===== src/rtl/serdesphy_pll_cp_ctrl.sv =====
// rtl/serdesphy_pll_cp_ctrl.sv - PLL charge-pump acquisition/lock sequencer
module serdesphy_pll_cp_ctrl #(
    parameter int SETTLE_CYCLES = 16,
    parameter int WINDOW        = 64,
    parameter int LOCK_THRESH   = 4,
    parameter int LOCK_WINDOWS  = 3,
    parameter int MAX_WINDOWS   = 32
) (
    input  logic       clk,
    input  logic       rst_n,
    input  logic       start,
    input  logic       up_pulse,
    input  logic       down_pulse,
    output logic       cp_enable,
    output logic [1:0] cp_current,
    output logic       locked,
    output logic       fail,
    output logic       lol,
    output logic [2:0] state
);

    typedef enum logic [2:0] {
        ST_IDLE    = 3'd0,
        ST_SETTLE  = 3'd1,
        ST_ACQUIRE = 3'd2,
        ST_TRACK   = 3'd3,
        ST_FAIL    = 3'd4
    } state_t;

    localparam int SW = $clog2(SETTLE_CYCLES + 1);
    localparam int WW = $clog2(WINDOW + 1);
    localparam int AW = $clog2(WINDOW + 1);
    localparam int QW = $clog2(LOCK_WINDOWS + 1);
    localparam int BW = $clog2(MAX_WINDOWS + 1);

    localparam logic [SW-1:0] SETTLE_LAST = SW'(SETTLE_CYCLES - 1);
    localparam logic [WW-1:0] WIN_LAST    = WW'(WINDOW - 1);
    localparam logic [AW-1:0] ACT_MAX     = {AW{1'b1}};
    localparam logic [AW-1:0] ACT_THRESH  = AW'(LOCK_THRESH);
    localparam logic [QW-1:0] QUIET_LOCK  = QW'(LOCK_WINDOWS);
    localparam logic [BW-1:0] BUDGET_MAX  = BW'(MAX_WINDOWS);

    state_t        st_q, st_d;
    logic [SW-1:0] settle_q, settle_d;
    logic [WW-1:0] win_q, win_d;
    logic [AW-1:0] act_q, act_d, act_sum;
    logic [QW-1:0] quiet_q, quiet_d, quiet_inc;
    logic [BW-1:0] budget_q, budget_d, budget_inc;
    logic [1:0]    cur_d;
    logic          lol_d;
    logic          active;
    logic          win_end;
    logic          quiet_win;

    // State, counters and all outputs registered together so every output tracks the state edge
    always_ff @(posedge clk or negedge rst_n) begin
        if (!rst_n) begin
            st_q       <= ST_IDLE;
            settle_q   <= '0;
            win_q      <= '0;
            act_q      <= '0;
            quiet_q    <= '0;
            budget_q   <= '0;
            cp_current <= 2'd0;
            cp_enable  <= 1'b0;
            locked     <= 1'b0;
            fail       <= 1'b0;
            lol        <= 1'b0;
        end else begin
            st_q       <= st_d;
            settle_q   <= settle_d;
            win_q      <= win_d;
            act_q      <= act_d;
            quiet_q    <= quiet_d;
            budget_q   <= budget_d;
            cp_current <= cur_d;
            cp_enable  <= (st_d == ST_SETTLE) || (st_d == ST_ACQUIRE) || (st_d == ST_TRACK);
            locked     <= (st_d == ST_TRACK);
            fail       <= (st_d == ST_FAIL);
            lol        <= lol_d;
        end
    end

    // Window bookkeeping: a one-sided detector pulse is activity; the ending cycle counts toward its own window
    always_comb begin
        active     = up_pulse ^ down_pulse;
        act_sum    = (act_q == ACT_MAX) ? act_q : act_q + AW'(active);
        win_end    = (win_q == WIN_LAST);
        quiet_win  = (act_sum <= ACT_THRESH);
        quiet_inc  = quiet_q + QW'(1);
        budget_inc = budget_q + BW'(1);
    end

    // Next-state and next-output decode
    always_comb begin
        st_d     = st_q;
        settle_d = settle_q;
        win_d    = win_q;
        act_d    = act_q;
        quiet_d  = quiet_q;
        budget_d = budget_q;
        cur_d    = cp_current;
        lol_d    = lol;

        if (st_q != ST_IDLE && !start) begin
            // Abort from anywhere; lol survives so software can still see it
            st_d     = ST_IDLE;
            settle_d = '0;
            win_d    = '0;
            act_d    = '0;
            quiet_d  = '0;
            budget_d = '0;
            cur_d    = 2'd0;
        end else begin
            case (st_q)
                ST_IDLE: begin
                    settle_d = '0;
                    win_d    = '0;
                    act_d    = '0;
                    quiet_d  = '0;
                    budget_d = '0;
                    cur_d    = 2'd0;
                    if (start) begin
                        st_d  = ST_SETTLE;
                        cur_d = 2'd3;
                        lol_d = 1'b0;
                    end
                end
                ST_SETTLE: begin
                    cur_d = 2'd3;
                    if (settle_q == SETTLE_LAST) begin
                        st_d     = ST_ACQUIRE;
                        settle_d = '0;
                        win_d    = '0;
                        act_d    = '0;
                        quiet_d  = '0;
                        budget_d = '0;
                    end else begin
                        settle_d = settle_q + SW'(1);
                    end
                end
                ST_ACQUIRE: begin
                    if (win_end) begin
                        win_d    = '0;
                        act_d    = '0;
                        budget_d = budget_inc;
                        if (quiet_win && cp_current > 2'd1) begin
                            cur_d   = cp_current - 2'd1;
                            quiet_d = '0;
                        end else if (quiet_win) begin
                            quiet_d = quiet_inc;
                        end else begin
                            quiet_d = '0;
                        end
                        // Lock wins over budget exhaustion on the same window end
                        if (quiet_win && cp_current == 2'd1 && quiet_inc == QUIET_LOCK) begin
                            st_d    = ST_TRACK;
                            quiet_d = '0;
                        end else if (budget_inc == BUDGET_MAX) begin
                            st_d  = ST_FAIL;
                            cur_d = 2'd0;
                        end
                    end else begin
                        win_d = win_q + WW'(1);
                        act_d = act_sum;
                    end
                end
                ST_TRACK: begin
                    if (win_end) begin
                        win_d = '0;
                        act_d = '0;
                        if (!quiet_win) begin
                            st_d     = ST_ACQUIRE;
                            cur_d    = 2'd3;
                            lol_d    = 1'b1;
                            quiet_d  = '0;
                            budget_d = '0;
                        end
                    end else begin
                        win_d = win_q + WW'(1);
                        act_d = act_sum;
                    end
                end
                ST_FAIL: begin
                    cur_d = 2'd0;
                end
                default: begin
                    st_d  = ST_IDLE;
                    cur_d = 2'd0;
                end
            endcase
        end
    end

    assign state = st_q;

endmodule


===== config.mk =====
export PLATFORM = sky130hd
export DESIGN_NAME = serdesphy_pll_cp_ctrl
export DESIGN_NICKNAME = d
export VERILOG_FILES = /design/src/rtl/serdesphy_pll_cp_ctrl.sv
export SDC_FILE = /design/constraint.sdc
export NUM_CORES = 1
export LEC_CHECK = 0
export CAP_MARGIN = 20
export CORE_ASPECT_RATIO = 1.4
export CORE_MARGIN = 1
export CORE_UTILIZATION = 45
export DETAILED_ROUTE_END_ITERATION = 7
export GPL_TIMING_DRIVEN = 0
export HOLD_SLACK_MARGIN = 0.12
export PLACE_DENSITY_LB_ADDON = 0.25
export SYNTH_ARGS = -nofsm -noshare
export SYNTH_HDL_FRONTEND = slang
export SYNTH_SLANG_ARGS = --single-unit

===== constraint.sdc =====
create_clock -name clk -period 2.7 [get_ports clk]
set_input_delay 0.54 -clock clk [delete_from_list [all_inputs] [get_ports clk]]
set_output_delay 0.54 -clock clk [all_outputs]
set_load 0.02 [all_outputs]

==> results.json <==
{
  "wl_um": 4670,
  "antenna_found_initial": 0,
  "cts_tree": "built",
  "drc": 0,
  "critPathMaxStageDelay_ns": 0.61,
  "place_congestion": 0.887,
  "reg2reg_depth": 8,
  "cts_buffers": 5,
  "vias": 1843,
  "overflow": 0,
  "die_area_um2": 4940,
  "place_area_um2": 2300,
  "viasPerCell": 5.55,
  "crit_chain": "dlygate4sd2_1 -> xor2_1 -> ha_2 -> buf_6 -> nand3_4 -> xnor2_2 -> or4b_4 -> o31a_1 -> a32o_1",
  "htreeDepth": 2,
  "async_reset_ff_share_pct": 100,
  "period_minus_slack_ns": 2.61,
  "hold_viol": 0,
  "grtUsageTotal_pct": 20.9,
  "synth_common_cells": "36 x dfrtp_1, 30 x nand2_1, 26 x o21ai_0, 20 x nor2_1, 13 x a21oi_1",
  "cp.arrival_ns": 2.80,
  "crit_fanout": 6,
  "synthesis.instances": 245,
  "rr_startpoint": "act_q[0]$_DFFE_PN0P_",
  "clkSlewWorstSetupHoldPaths_ns": 0.07,
  "fmax_ghz": 0.383,
  "syn-num-nets": 257,
  "finalInstanceArea_um2": 2570,
  "cpMaxStageDelayCell": "or4b_4",
  "cts-root-buf": "clkbuf_8",
  "dp_hpwl_um": 3230,
  "final_util_pct": 57.1,
  "clk_path_buf_depth": 2,
  "rrSetupSlack_ns": 0.30,
  "fillers": 434,
  "ys_seq_elements": 36,
  "fin_crit_sh_pct": 96.7,
  "antenna_cells": 0,
  "slew_violations": 0,
  "grt_pass1_vias": 1764,
  "irDropWorstVdd_mv": 0.301,
  "netlist.area_leader.share_pct": 43.0,
  "synth_area_leader_cell": "dfrtp_1",
  "synth_most_common_cell": "dfrtp_1",
  "setup-violations-final": 0,
  "synth_edf_count": 0,
  "drt-initial-drc-count": 79,
  "maxCapViolations": 0,
  "hp-class": "input port to asynchronous set/reset pin",
  "initial_core_util_pct": 46.6,
  "io_buffers": 13,
  "syn_area_um2": 2100,
  "tightest_slew_ns": 0.780,
  "critical_path_class": "input port to register",
  "synth_area_per_cell_um2": 8.55,
  "synthTopCellsByArea": "dfrtp_1 43%, o21ai_0 6.2%, nand2_1 5.4%",
  "drive_above_1_share_pct": 13.3,
  "post_drt_wl_per_cell_um": 14.1,
  "start_kind": "input port",
  "stdcell_count": 332,
  "powerDensity_nw_per_um2": 447,
  "dr.pass1.iters": 4,
  "pre_cts_ws_ns": -0.634,
  "rows": 29,
  "relSlewSlack_pct": 48.0,
  "yosysSeqAreaShare_pct": 43.0,
  "coreArea_um2": 4500,
  "finalClockSkew_ns": 0.00531,
  "p_total_mw": 1.15,
  "end_kind": "register",
  "synth_ff_type": "dfrtp_1",
  "io_pins": 14,
  "ys_warn_count": 0,
  "ant_nets": 0,
  "clock_sinks": 36,
  "clk-insertion-delay-late_ns": 0.30,
  "grt_pass1_wl_um": 7770,
  "r2r_end": "cp_current[0]$_DFFE_PN0P_",
  "cts_hold_buf": 0,
  "p_leak_nw": 1.08,
  "die_h_um": 82.7,
  "critPathRequiredTime_ns": 2.89,
  "grt_max_degree": 37,
  "fin_ws_ns": 0.0892,
  "die_w_um": 59.7,
  "yosysUniqueCellTypes": 44,
  "fin_nets": 281,
  "status": "completed",
  "dp_cells": 320,
  "area_growth_pct": 22.5
}
==> state kept, by name (all words and copies together), names as in the netlist <==
register	cells
quiet_q	2
fail	1
act_q	7
state	3
budget_q	6
cp_current	2
cp_enable	1
win_q	7
locked	1
settle_q	5
lol	1
==> logic make-up (layout without fill, tap and decap cells) <==
kind of cell               count (synthesis)  after routing  share of synthesized area, %
adders and majority gates                  7              7                          4.18
xor gates and xnor gates                   3              3                          1.25
buffers and inverters                     21             46                          3.94
and+or+nand+nor                          105            105                          25.1
DFF                                       36             36                          43.0
AOI/OAI and AO/OA                         73             73                          22.6
==> critical path: cells and delay by family <==
family                     cells  cell delay [ns]
and+or+nand+nor                2             0.70
xor gates and xnor gates       2             0.33
buffers and inverters          2             0.36
AOI/OAI and AO/OA              2             0.63
adders and majority gates      1             0.24
==> placed cells by master (no fill, tap or decap), drive strengths merged, types with 2 or more instances in the layout <==
cell type / Yosys / layout
o21ai: 30 / 30
o31ai: 9 / 9
clkdlybuf4s50: 0 / 10
or3: 2 / 2
nand2b: 4 / 4
buf: 3 / 8
and3: 7 / 7
inv: 10 / 10
nand2: 30 / 30
xnor2: 2 / 2
a21boi: 2 / 2
nor3: 8 / 8
a31oi: 2 / 2
dfrtp: 36 / 36
ha: 7 / 7
o22ai: 3 / 3
nor4b: 3 / 3
nand4: 2 / 2
nand3: 12 / 12
or2: 3 / 3
nor2b: 5 / 5
o211ai: 3 / 3
nor2: 20 / 20
and2: 4 / 4
a22o: 2 / 2
clkbuf: 8 / 15
a21oi: 13 / 13
dlygate4sd2: 0 / 2
==> worst max-delay path by stage <==
stage	slack (ns)	end	from
global placement	-0.60	budget_q[1]$_DFFE_PN0P_	up_pulse
finish	0.09	cp_current[0]$_DFFE_PN0P_	up_pulse
floorplan	0.06	cp_current[0]$_DFFE_PN0P_	down_pulse
detailed placement	-0.63	budget_q[3]$_DFFE_PN0P_	up_pulse
CTS	0.07	cp_current[0]$_DFFE_PN0P_	up_pulse
global route	-0.02	cp_current[0]$_DFFE_PN0P_	up_pulse
==> stage by stage <==
step                hold WS (ns)  TNS [ns]
global placement           0.468     -8.52
detailed placement         0.473     -8.93
global route               0.401   -0.0181
finish                     0.318         0
floorplan                  0.244         0
CTS                        0.360         0
==> area by class of cell <==
type / count / area (um2) / area share (%)
well taps: 62 / 77.6 / 3.02
inverters: 10 / 37.5 / 1.46
flip-flops and latches: 36 / 901 / 35.1
repair buffers: 18 / 176 / 6.87
multi-input cells: 188 / 1210 / 47.0
clock buffers: 7 / 96.3 / 3.75
clock inverters: 1 / 30.0 / 1.17
plain buffers: 10 / 41.3 / 1.61
==> metal layers <==
| metal | global-route usage, % | vias to the layer above | wire length, um |
|---|---|---|---|
| li1 | - | 934 | - |
| met1 | 22.8 | 877 | 2000 |
| met2 | 37.9 | 22 | 2470 |
| met3 | 4.36 | 10 | 105 |
| met4 | 9.77 | 0 | 96 |
| met5 | 0 | - | 0 |
==> where the power goes <==
| group | switching, mW | internal, mW | leakage, nW |
|---|---|---|---|
| clock | 0.199 | 0.326 | 0.0645 |
| sequential | 0.00416 | 0.544 | 0.492 |
| combinational | 0.0446 | 0.0289 | 0.527 |
==> what timing repair did <==
| item | in CTS | in global routing |
|---|---|---|
| pin swaps | 8 | 7 |
| buffers inserted | 4 | 1 |
| endpoints found under the setup margin | 17 | 15 |
| gates cloned | 0 | 0 |
| endpoints found under the hold margin | 0 | 0 |
| gates resized for setup | 13 | 12 |
(Power assumes the default switching activity.)
